## config.mk

```make
export PLATFORM = sky130hd
export DESIGN_NAME = keypad_code_lock
export DESIGN_NICKNAME = d
export VERILOG_FILES = /design/src/rtl/keypad_pkg.sv /design/src/rtl/keypad_code_lock_ms_tick_gen.sv /design/src/rtl/keypad_code_lock.sv
export SDC_FILE = /design/constraint.sdc
export NUM_CORES = 1
export LEC_CHECK = 0
export ABC_AREA = 1
export BUFFER_PORTS_ARGS = -buffer_cell sky130_fd_sc_hd__buf_4
export CORE_ASPECT_RATIO = 2
export CORE_MARGIN = 4
export CORE_UTILIZATION = 60
export DETAILED_ROUTE_END_ITERATION = 10
export MAX_ROUTING_LAYER = met4
export PLACE_DENSITY = 0.92
export SYNTH_ARGS = -nofsm -noshare
export SYNTH_HDL_FRONTEND = slang
export SYNTH_SLANG_ARGS = --single-unit
```

## constraint.sdc

```tcl
create_clock -name clk -period 4.82 [get_ports clk]
set_clock_uncertainty 0.2 [all_clocks]
set_input_delay 0 -clock clk [delete_from_list [all_inputs] [get_ports clk]]
set_output_delay 0 -clock clk [all_outputs]
set_load 0.01 [all_outputs]
```

## src/rtl/keypad_pkg.sv

```systemverilog
// Shared key codes, lock FSM state encoding and key classification for the keypad lock.
package keypad_pkg;

  localparam logic [3:0] KEY_ENTER = 4'hA;
  localparam logic [3:0] KEY_BACK  = 4'hB;
  localparam logic [3:0] KEY_PROG  = 4'hC;
  localparam logic [3:0] KEY_CLEAR = 4'hE;
  localparam logic [3:0] KEY_NONE  = 4'hF;

  typedef enum logic [2:0] {
    IDLE,
    ENTRY,
    CHECK,
    OPEN,
    LOCKOUT,
    PROG
  } lock_state_t;

  function automatic logic is_digit(input logic [3:0] k);
    return (k <= 4'd9);
  endfunction

endpackage

```

## src/rtl/keypad_code_lock_ms_tick_gen.sv

```systemverilog
// Free-running divider: one-cycle registered tick every CLK_HZ/1000 clocks (1 ms).
module ms_tick_gen #(
  parameter int unsigned CLK_HZ = 50000000
) (
  input  logic clk,
  input  logic reset,
  output logic tick
);

  localparam int unsigned DIV = (CLK_HZ / 1000 < 1) ? 1 : CLK_HZ / 1000;
  localparam int unsigned CW  = (DIV > 1) ? $clog2(DIV) : 1;

  logic [CW-1:0] r_cnt;
  logic          r_tick;

  always_ff @(posedge clk) begin
    if (reset) begin
      r_cnt  <= '0;
      r_tick <= 1'b0;
    end else if (r_cnt == CW'(DIV - 1)) begin
      r_cnt  <= '0;
      r_tick <= 1'b1;
    end else begin
      r_cnt  <= r_cnt + 1'b1;
      r_tick <= 1'b0;
    end
  end

  assign tick = r_tick;

endmodule

```

## src/rtl/keypad_code_lock.sv

```systemverilog
// PIN-entry lock fed by keypad_scanner strobes; timed unlock and lockout.
// Optional code programming from OPEN is enabled by defining KEYPAD_LOCK_PROGRAM_EN.
module keypad_code_lock
  import keypad_pkg::*;
#(
  parameter int unsigned          CODE_LEN         = 4,
  parameter int unsigned          CLK_HZ           = 50000000,
  parameter int unsigned          ENTRY_TIMEOUT_MS = 5000,
  parameter int unsigned          UNLOCK_MS        = 3000,
  parameter int unsigned          MAX_FAILS        = 3,
  parameter int unsigned          LOCKOUT_MS       = 10000,
  parameter logic [4*CODE_LEN-1:0] DEFAULT_CODE    = 16'h1234
) (
  input  logic                             clk,
  input  logic                             reset,
  input  logic                             key_valid,
  input  logic [3:0]                       key_value,
  output logic [4*CODE_LEN-1:0]            entry_digits,
  output logic [$clog2(CODE_LEN+1)-1:0]    digit_count,
  output logic                             unlocked,
  output logic                             locked_out,
  output logic                             good_code,
  output logic                             bad_code,
  output logic [$clog2(MAX_FAILS+1)-1:0]   fail_count,
  output logic                             prog_active
);

  localparam int unsigned DW     = 4 * CODE_LEN;
  localparam int unsigned CW     = $clog2(CODE_LEN + 1);
  localparam int unsigned FW     = $clog2(MAX_FAILS + 1);
  localparam int unsigned MAX_A  = (ENTRY_TIMEOUT_MS > UNLOCK_MS) ? ENTRY_TIMEOUT_MS : UNLOCK_MS;
  localparam int unsigned MAX_MS = (MAX_A > LOCKOUT_MS) ? MAX_A : LOCKOUT_MS;
  localparam int unsigned MSW    = $clog2(MAX_MS + 1);

  lock_state_t   r_state;
  logic          r_kv;
  logic [3:0]    r_key;
  logic [DW-1:0] r_digits;
  logic [DW-1:0] r_code;
  logic [CW-1:0] r_count;
  logic [FW-1:0] r_fail;
  logic [MSW-1:0] r_ms;
  logic          r_good;
  logic          r_bad;
  logic          r_unlocked;
  logic          r_locked;
`ifdef KEYPAD_LOCK_PROGRAM_EN
  logic          r_prog;
`endif

  logic          w_tick;
  logic          w_full;
  logic [DW-1:0] w_shl;
  logic [DW-1:0] w_shr;

  ms_tick_gen #(.CLK_HZ(CLK_HZ)) u_tick (
    .clk   (clk),
    .reset (reset),
    .tick  (w_tick)
  );

  assign w_full = (r_count == CW'(CODE_LEN));
  assign w_shl  = (r_digits << 4) | DW'(r_key);
  assign w_shr  = r_digits >> 4;

  always_ff @(posedge clk) begin
    if (reset) begin
      r_state    <= IDLE;
      r_kv       <= 1'b0;
      r_key      <= KEY_NONE;
      r_digits   <= '0;
      r_code     <= DEFAULT_CODE;
      r_count    <= '0;
      r_fail     <= '0;
      r_ms       <= '0;
      r_good     <= 1'b0;
      r_bad      <= 1'b0;
      r_unlocked <= 1'b0;
      r_locked   <= 1'b0;
`ifdef KEYPAD_LOCK_PROGRAM_EN
      r_prog     <= 1'b0;
`endif
    end else begin
      r_kv   <= key_valid;
      r_key  <= key_value;
      r_good <= 1'b0;
      r_bad  <= 1'b0;
      case (r_state)
        IDLE: begin
          r_ms <= '0;
          if (r_kv && is_digit(r_key)) begin
            r_digits <= DW'(r_key);
            r_count  <= CW'(1);
            r_state  <= ENTRY;
          end
        end
        ENTRY: begin
          // Any strobe restarts the idle timer and wins over an expiring timeout.
          if (r_kv) begin
            r_ms <= '0;
            if (is_digit(r_key)) begin
              if (!w_full) begin
                r_digits <= w_shl;
                r_count  <= r_count + 1'b1;
              end
            end else if (r_key == KEY_BACK) begin
              r_digits <= w_shr;
              r_count  <= r_count - 1'b1;
              if (r_count == CW'(1)) r_state <= IDLE;
            end else if (r_key == KEY_CLEAR) begin
              r_digits <= '0;
              r_count  <= '0;
              r_state  <= IDLE;
            end else if (r_key == KEY_ENTER) begin
              r_state <= CHECK;
            end
          end else if (w_tick) begin
            if (r_ms == MSW'(ENTRY_TIMEOUT_MS - 1)) begin
              r_digits <= '0;
              r_count  <= '0;
              r_ms     <= '0;
              r_state  <= IDLE;
            end else begin
              r_ms <= r_ms + 1'b1;
            end
          end
        end
        CHECK: begin
          r_digits <= '0;
          r_count  <= '0;
          r_ms     <= '0;
          if (w_full && (r_digits == r_code)) begin
            r_good     <= 1'b1;
            r_fail     <= '0;
            r_unlocked <= 1'b1;
            r_state    <= OPEN;
          end else begin
            r_bad  <= 1'b1;
            r_fail <= r_fail + 1'b1;
            if (r_fail == FW'(MAX_FAILS - 1)) begin
              r_locked <= 1'b1;
              r_state  <= LOCKOUT;
            end else begin
              r_state <= IDLE;
            end
          end
        end
        OPEN: begin
          if (r_kv && (r_key == KEY_CLEAR)) begin
            r_unlocked <= 1'b0;
            r_ms       <= '0;
            r_state    <= IDLE;
`ifdef KEYPAD_LOCK_PROGRAM_EN
          end else if (r_kv && (r_key == KEY_PROG)) begin
            r_unlocked <= 1'b0;
            r_prog     <= 1'b1;
            r_digits   <= '0;
            r_count    <= '0;
            r_ms       <= '0;
            r_state    <= PROG;
`endif
          end else if (w_tick) begin
            if (r_ms == MSW'(UNLOCK_MS - 1)) begin
              r_unlocked <= 1'b0;
              r_ms       <= '0;
              r_state    <= IDLE;
            end else begin
              r_ms <= r_ms + 1'b1;
            end
          end
        end
        LOCKOUT: begin
          if (w_tick) begin
            if (r_ms == MSW'(LOCKOUT_MS - 1)) begin
              r_locked <= 1'b0;
              r_fail   <= '0;
              r_ms     <= '0;
              r_state  <= IDLE;
            end else begin
              r_ms <= r_ms + 1'b1;
            end
          end
        end
`ifdef KEYPAD_LOCK_PROGRAM_EN
        PROG: begin
          if (r_kv) begin
            r_ms <= '0;
            if (is_digit(r_key)) begin
              if (!w_full) begin
                r_digits <= w_shl;
                r_count  <= r_count + 1'b1;
              end
            end else if ((r_key == KEY_BACK) && (r_count != '0)) begin
              r_digits <= w_shr;
              r_count  <= r_count - 1'b1;
              if (r_count == CW'(1)) begin
                r_prog  <= 1'b0;
                r_state <= IDLE;
              end
            end else if ((r_key == KEY_CLEAR) || (r_key == KEY_ENTER)) begin
              if (r_key == KEY_ENTER) begin
                if (w_full) begin
                  r_code <= r_digits;
                  r_good <= 1'b1;
                end else begin
                  r_bad <= 1'b1;
                end
              end
              r_digits <= '0;
              r_count  <= '0;
              r_prog   <= 1'b0;
              r_state  <= IDLE;
            end
          end else if (w_tick) begin
            if (r_ms == MSW'(ENTRY_TIMEOUT_MS - 1)) begin
              r_digits <= '0;
              r_count  <= '0;
              r_ms     <= '0;
              r_prog   <= 1'b0;
              r_state  <= IDLE;
            end else begin
              r_ms <= r_ms + 1'b1;
            end
          end
        end
`endif
        default: r_state <= IDLE;
      endcase
    end
  end

  assign entry_digits = r_digits;
  assign digit_count  = r_count;
  assign unlocked     = r_unlocked;
  assign locked_out   = r_locked;
  assign good_code    = r_good;
  assign bad_code     = r_bad;
  assign fail_count   = r_fail;
`ifdef KEYPAD_LOCK_PROGRAM_EN
  assign prog_active  = r_prog;
`else
  assign prog_active  = 1'b0;
`endif

endmodule

```

# Word level (Yosys, flattened, before mapping)

Index checks and enable logic that the tools add are counted.
W data, S select, Z words.

Output and inout bits: 26
Word-level logic and storage cells: 126
Input bits: 7
Register bits: 64

Eq/ne operators: 30
Bitwise gates (word level): 2
Mux-type cells: 58
$add $sub $neg: 5
Reductions and logical operators: 17
Order comparisons: 1

Operator list:

| cell                    | number |
|---|---|
| $mux W16                | 8 |
| $mux W14                | 8 |
| $mux W3                 | 21 |
| $pmux W14 S4            | 1 |
| $pmux W16 S3            | 1 |
| $add A16 B1 Y16 const B | 1 |
| $eq A16 B13 Y1 const B  | 1 |
| $eq A16 B16 Y1 const B  | 1 |
| $or A16 B4 Y16          | 1 |
| $pmux W3 S5             | 1 |
| $add A14 B1 Y14 const B | 1 |
| $eq A14 B12 Y1 const B  | 1 |
| $eq A14 B13 Y1 const B  | 1 |
| $eq A14 B14 Y1 const B  | 1 |
| $eq A4 B4 Y1 const B    | 3 |
| $mux W1                 | 11 |
| $ne A2 B2 Y1 const B    | 5 |
| $ne A5 B5 Y1 const B    | 2 |
| $reduce_and A10 Y1      | 1 |
| $ne A3 B3 Y1 const B    | 3 |
| $pmux W3 S3             | 1 |
| $ne A4 B4 Y1 const B    | 2 |
| $reduce_and A4 Y1       | 2 |
| $eq A3 B1 Y1 const B    | 2 |
| 22 further kinds        | 33 |

# Longest topological paths before layout

Gate-level depths: netlist (run 1).

Word-level depth: 7
Depth in mapped cells: 12

# Modules after synthesis

A second synthesis (run 1) with hierarchy kept.

Cells, all modules: 562
Area total of the unflattened synthesis: 3682.3 sq um

Modules (own cells, without submodules):

| module           | area each (sq um) | seq. area each (sq um) | cells each | times used |
|---|---|---|---|---|
| keypad_code_lock | 2808.9            | 940.9                  | 428        | 1 |
| ms_tick_gen      | 873.3             | 340.3                  | 134        | 1 |

# Worst setup path before layout (run 1)

No wires, ideal clock.

Path kind: reg2reg
From: reg r_count[0] (netlist: digit_count[0])
To: reg r_digits[7] (netlist: entry_digits[7])
Arrival time: 1.558 ns
Period minus slack after synthesis: 1.871 ns
Stages on the path, launching flop included: 12
Setup time: 0.113 ns
Path buffers: 1
Setup slack: 2.949 ns
Required time: 4.507 ns
Cell sequence: dfxtp_1 inv_1 ha_1 nand2_1 nor2_1 nand3_1 nand3_4 nor2_8 nand2_4 buf_6 o21ai_1 nor2_1

Longest elaborated chain between the ends: 3

Ends and longest elaborated chain:

| what                        | RTL line                | text |
|---|---|---|
| start: declaration          | keypad_code_lock.sv:40  | `logic [CW-1:0] r_count;` |
| start signal: assignment    | keypad_code_lock.sv:104 | `r_count <= r_count + 1'b1;` |
| start signal: assignment    | keypad_code_lock.sv:108 | `r_count <= r_count - 1'b1;` |
| $eq A3 B3 Y1                | keypad_code_lock.sv:62  | `assign w_full = (r_count == CW'(CODE_LEN));` |
| $ne A4 B4 Y1 (no line)      | n/a                     |  |
| $reduce_and A6 Y1 (no line) | n/a                     |  |
| end signal: assignment      | keypad_code_lock.sv:92  | `r_digits <= DW'(r_key);` |
| end signal: assignment      | keypad_code_lock.sv:103 | `r_digits <= w_shl;` |
| end signal: assignment      | keypad_code_lock.sv:107 | `r_digits <= w_shr;` |
| end: declaration            | keypad_code_lock.sv:38  | `logic [DW-1:0] r_digits;` |

Every way passes these cells.
A chain may end at the register's enable or synchronous reset.

# Final worst setup path (run 1)

From: reg r_kv
To: reg r_digits[7] (netlist: entry_digits[7])

Longest elaborated chain between the ends: 3
Elaborated cells between the ends (all ways): 9
Classes of those cells: eq/ne: 5; mux: 2; reduce/logical: 2

Ends and longest elaborated chain:

| what                        | RTL line               | text |
|---|---|---|
| start: declaration          | keypad_code_lock.sv:36 | `logic r_kv;` |
| start signal: assignment    | keypad_code_lock.sv:84 | `r_kv <= key_valid;` |
| $logic_and A1 B1 Y1         | keypad_code_lock.sv:91 | `if (r_kv && is_digit(r_key)) begin` |
| $ne A2 B2 Y1 (no line)      | n/a                    |  |
| $reduce_and A6 Y1 (no line) | n/a                    |  |

Several ways; a longest one is shown, not always the timed one.

==> results_dict.tcl, run 1 <==
set metrics [dict create \
    status "completed" \
    drt-total-wl_mm 9.58 \
    critical_path.cell_chain "inv_1 -> nor2_1 -> nand3_1 -> nor2_2 -> nor2_8 -> nand2_4 -> inv_4 -> nor2_1 -> nor2_1" \
    required_ps 4840 \
    crit_path_frequent_cell "nor2_1" \
    startpoint_type "register" \
    worst_pin_slew_ps 874 \
    initial_core_util_pct 61.7 \
    wl_met1_mm 3.31 \
    dpl.hpwl_mm 6.80 \
    wl_per_cell_um 14.9 \
    final_nets 592 \
    netlist_area_mm2 0.00352 \
    tns_ps 0 \
    r2r-start "r_kv" \
    place_inst 617 \
    die_h_um 116 \
    end_kind "register" \
    cp_slowest_cell "nor2_1" \
    core_mm2 0.00571 \
    placed_area_mm2 0.00374 \
    rrSetupSlack_ps 2190 \
    insertion_delay_ps 340 \
    drtIter0Drc 302 \
    hold_start "u_tick.r_cnt[0]" \
    slew_headroom_pct 41.7 \
    maxCapViolations 0 \
    cp-startpoint "r_kv" \
    ios 33 \
    wl_met3_um 476 \
    post-cts-setup-buffer-count 0 \
    grt_usage_pct 28.2 \
    drt_first_pass_iters 5 \
    synth-seq-area-share_pct 36.4 \
    whs_ps 244 \
    holdBufCountCts 11 \
    ctsResizeCount 0 \
    min_path_cells 1 \
    diodes 0 \
    area_growth_pct 16.6 \
    fin_area_mm2 0.00411 \
    drc_errors 0 \
    tritoncts "built" \
    post_route_cells_drive_above_1_share_pct 11.2 \
    hp-class "reg -> reg" \
    slowest_delay_ps 580 \
    grt_max_degree 30 \
    cts_buffers 9 \
    num_vias 3695 \
    ctsLongestPathBuffers 2 \
    crit_type "reg -> reg" \
    layout_commonest_cell "nor2_1" \
    min_period_over_period_pct 54.6 \
    yosysWarningCount 0 \
    critPathMaxFanout 16 \
    dr.max_layer_used "met4" \
    n_fill_cell 463 \
    ys_ff_latch 64 \
    io_buffers 31 \
    rows 39 \
    multi_input_area_mm2 0.00189 \
    cts_sinks 64 \
    min_period_ps 2630 \
    yosysUniqueCellTypes 36 \
    cts_htree_levels 3 \
    drv_slew 0 \
    post_synth.cell_area_avg_um2 6.52 \
    die_area_mm2 0.00723 \
    grt_pass1_wl_mm 15.8 \
    regArea_mm2 0.00128 \
    setup_viol 0 \
    final_hold_viol_count 0 \
    fmax_ghz 0.380 \
    clkTransAtPathRegs_ps 50 \
    netlist_instances 540 \
    peakVddDrop_uv 506 \
    rsz0062_at_grt "no" \
    synth_nets 554 \
    yosys_most_used_dff "dfxtp_1" \
    final_cell_mix "113 x nor2_1, 98 x nand2_1, 64 x dfxtp_1, 62 x inv_1, 60 x nand3_1" \
    grt_pass1_vias 3559 \
    overflow 0 \
    ant_nets 0 \
    grt_antenna_before_repair 0 \
    synth_edf_count 0 \
    clock-root-buffer "clkbuf_16" \
    power.density_mw_per_mm2 536 \
    cp.arrival_ps 2650 \
    wl_met2_mm 5.18 \
    vias_per_cell 5.76 \
    fin_cells 642 \
    synthArstFlopShare_pct 0 \
    p_leak_nw 1.75 \
    rr_worst_depth 9 \
    die_x_um 62.2 \
    routabilityCongestion 1.05 \
]
==> layer usage <==
metal / track usage [%] / up-vias
met5: - / -
li1: - / 1796
met2: 50.8 / 166
met4: 21.1 / 0
met1: 25.9 / 1669
met3: 5.39 / 64
==> registers in the layout (all words and copies together), names as in the netlist, 2 cells and up <==
name / cells
r_ms: 14
entry_digits: 16
digit_count: 3
r_key: 4
u_tick.r_cnt: 16
fail_count: 2
r_state: 3
==> final timing paths <==
kind                                   endpoint
worst max register to register  entry_digits[7]
worst min-delay path            u_tick.r_cnt[0]
worst max-delay path            entry_digits[7]
worst min register to register  u_tick.r_cnt[0]
==> power by group <==
part | switching (mW) | internal (mW)
clock network | 0.220 | 0.355
logic | 0.555 | 0.328
registers | 0.112 | 0.635
==> logic make-up (layout without fill, tap and decap cells) <==
logic type / Yosys count / after routing / synth area share, %
other cells: 1 / 1 / 0.106
fa+ha+maj: 7 / 7 / 2.49
flops: 64 / 64 / 36.4
xor+xnor: 11 / 11 / 2.74
buf+inv: 84 / 125 / 9.95
mux: 1 / 1 / 0.284
simple gates: 311 / 311 / 38.6
compound gates: 61 / 61 / 9.49
==> critical path: cells and delay by family (launching register included) <==
| kind | cells | cell delay, ps |
|---|---|---|
| and+or+nand+nor | 7 | 1530 |
| buffers and inverters | 2 | 250 |
| DFF | 1 | 530 |
==> per-stage QoR <==
step	utilization, %	power, mW	worst slack (ps)
global route	71.9	2.34	2040
CTS	71.9	2.19	2280
finish	71.9	2.20	2190
detailed placement	65.5	1.60	2360
floorplan	-	1.34	2950
global placement	65.5	1.57	2520
==> final cells by class <==
class	instances	share of cell area (%)
clock buffers	13	6.09
repair buffers	42	8.35
multi-input cells	392	46.0
clock inverters	1	0.122
inverters	69	6.37
well taps	61	1.86
flip-flops and latches	64	31.2
==> cell usage after synthesis, drive strengths merged, types with 2 or more instances <==
cell    number  area share, %
nor2       115             13
ha           7            2.5
nand3       62            9.3
dfxtp       64             36
nor4         2           0.36
xor2         7            1.7
inv         69            7.4
o31ai        3           0.64
or2          6            1.1
nand4        7            1.2
buf         10            2.0
clkbuf       5           0.53
nor3        15            2.1
xnor2        4           0.99
nand2      103             11
o21ai       30            4.6
a21oi       24            3.4
(Power assumes the default switching activity.)
==> run 2, diff against run 1 <==
--- a/config.mk
+++ b/config.mk
@@ -9,10 +9,10 @@
 export BUFFER_PORTS_ARGS = -buffer_cell sky130_fd_sc_hd__buf_4
 export CORE_ASPECT_RATIO = 2
 export CORE_MARGIN = 4
-export CORE_UTILIZATION = 60
+export CORE_UTILIZATION = 59
 export DETAILED_ROUTE_END_ITERATION = 10
 export MAX_ROUTING_LAYER = met4
-export PLACE_DENSITY = 0.92
+export PLACE_DENSITY = 0.9
 export SYNTH_ARGS = -nofsm -noshare
 export SYNTH_HDL_FRONTEND = slang
 export SYNTH_SLANG_ARGS = --single-unit
==> constraint.sdc (replaced) <==
create_clock -name clk -period 2.5 [get_ports clk]
set_clock_uncertainty 0.2 [all_clocks]
set_input_delay 0 -clock clk [delete_from_list [all_inputs] [get_ports clk]]
set_output_delay 0 -clock clk [all_outputs]
set_load 0.01 [all_outputs]
==> run 2 against run 1 <==
Clock-buffer cell count fell by 1. Highest routed layer unchanged. Final cell count rose by 0.78%. Sequential power rose by 95%. Utilization rose by 0.32 points.
==> results_dict.tcl, run 2 (same netlist as run 1, synthesis figures left out) <==
set metrics [dict create \
    status "completed" \
    drtIter0Drc 258 \
    drc_errors 0 \
    io_buffers 31 \
    critPathMaxFanout 16 \
    ios 33 \
    p_leak_nw 1.78 \
    routabilityCongestion 0.951 \
    grt_pass1_wl_mm 17.0 \
    seqPwrFrac_pct 34.1 \
    min_period_ps 2280 \
    grt_antenna_before_repair 0 \
    peakVddDrop_uv 844 \
    wl_met2_mm 5.70 \
    finalPower_mw 4.28 \
    num_vias 3727 \
    die_h_um 117 \
    cts_sinks 64 \
    final_cell_mix "113 x nor2_1, 97 x nand2_1, 64 x dfxtp_1, 62 x inv_1, 60 x nand3_1" \
    die_area_mm2 0.00734 \
    setup_viol 0 \
    cts_htree_levels 3 \
    setup_ws_ps 217 \
    ctsLongestPathBuffers 2 \
    initial_core_util_pct 61.2 \
    drt_first_pass_iters 4 \
    drv_slew 0 \
    min_period_over_period_pct 91.3 \
    utilization_pct 72.3 \
    tns_ps 0 \
    cp_slowest_cell "dfxtp_1" \
    p_sw_mw 1.70 \
    multi_input_area_mm2 0.00189 \
    startpoint_type "register" \
    diodes 0 \
    fin_area_mm2 0.00416 \
    n_fill_cell 485 \
    critical_path.cell_chain "inv_1 -> ha_1 -> nand2_1 -> nor2_1 -> nand3_1 -> nand3_4 -> nor2_8 -> nand2_4 -> inv_4 -> nand2_1 -> a21oi_1" \
    placed_area_mm2 0.00379 \
    combPwrFrac_pct 39.7 \
    post-place-ws_ps 229 \
    slowest_delay_ps 460 \
    overflow 0 \
    grt_pass1_vias 3813 \
    vias_per_cell 5.76 \
    fin_cells 647 \
    die_x_um 62.6 \
    wl_met1_mm 3.24 \
    dpl.hpwl_mm 7.50 \
    required_ps 2570 \
    grt_max_degree 30 \
    rsz0062_at_grt "no" \
    p_int_mw 2.58 \
    power.share.clock_pct 26.1 \
    clkTransAtPathRegs_ps 50 \
    switching_share_pct 39.8 \
    dr.max_layer_used "met4" \
    whs_ps 267 \
    ant_nets 0 \
    critPathBufInv 2 \
    post-cts-setup-buffer-count 0 \
    cts_buffers 9 \
    end_kind "register" \
    cp.arrival_ps 2350 \
    place_inst 623 \
    slew_headroom_pct 65.1 \
    final_nets 598 \
    grt_usage_pct 30.5 \
    core_mm2 0.00576 \
    insertion_delay_ps 330 \
    area_growth_pct 18.2 \
    rows 39 \
    cpLargestDelayFamily "simple AND/OR/NAND/NOR gates" \
    hp-class "reg -> reg" \
    maxCapViolations 0 \
    rrSetupSlack_ps 220 \
    crit_type "reg -> reg" \
    layout_commonest_cell "nor2_1" \
    crit_path_frequent_cell "nand2_1" \
    power.density_mw_per_mm2 1030 \
    drt-total-wl_mm 10.0 \
    clock-root-buffer "clkbuf_16" \
    worst_pin_slew_ps 523 \
    post_route_cells_drive_above_1_share_pct 12.5 \
    tritoncts "built" \
    regArea_mm2 0.00128 \
    fmax_ghz 0.438 \
    wl_met3_um 388 \
    wl_per_cell_um 15.5 \
    final_hold_viol_count 0 \
]
-- run 2: cell count changes in the layout (fill, tap and decap cells not counted) --
cell,before,now
nand2_2,4,5
clkbuf_8,1,2
clkbuf_1,3,1
buf_4,31,37
nand2_1,98,97
-- run 2: power groups by stage --
stage	Sequential (mW)	Combinational [mW]	Clock, mW
CTS	1.45	1.69	1.13
global route	1.48	1.91	1.17
finish	1.46	1.70	1.12
floorplan	1.48	1.10	0
detailed placement	1.47	1.67	0
global placement	1.46	1.64	0
-- run 2: layout make-up --
type	instances	area share, %
clock buffers	12	6.16
multi-input cells	392	45.5
well taps	61	1.83
clock inverters	1	0.120
repair buffers	48	9.32
inverters	69	6.28
flip-flops and latches	64	30.8
-- run 2: per-layer routing --
layer  up-vias  track usage [%]
li1       1819                -
met1      1711             25.0
met2       134             59.2
met3        63             5.64
met4         0             23.0
met5         -                -
-- run 2: final timing paths --
kind / startpoint / end / cells past startpoint
setup / recovery: digit_count[0] / digit_count[0] / 11
hold / removal: u_tick.r_cnt[0] / u_tick.r_cnt[0] / 1
setup reg to reg: digit_count[0] / digit_count[0] / 11
hold reg to reg: u_tick.r_cnt[0] / u_tick.r_cnt[0] / 1
-- run 2: timing repair --
action / 4_1_cts / 5_1_grt
endpoints found under the setup margin: 0 / 2
hold endpoints to repair: 12 / 0
gates resized for setup: 0 / 1
hold buffers: 11 / 0
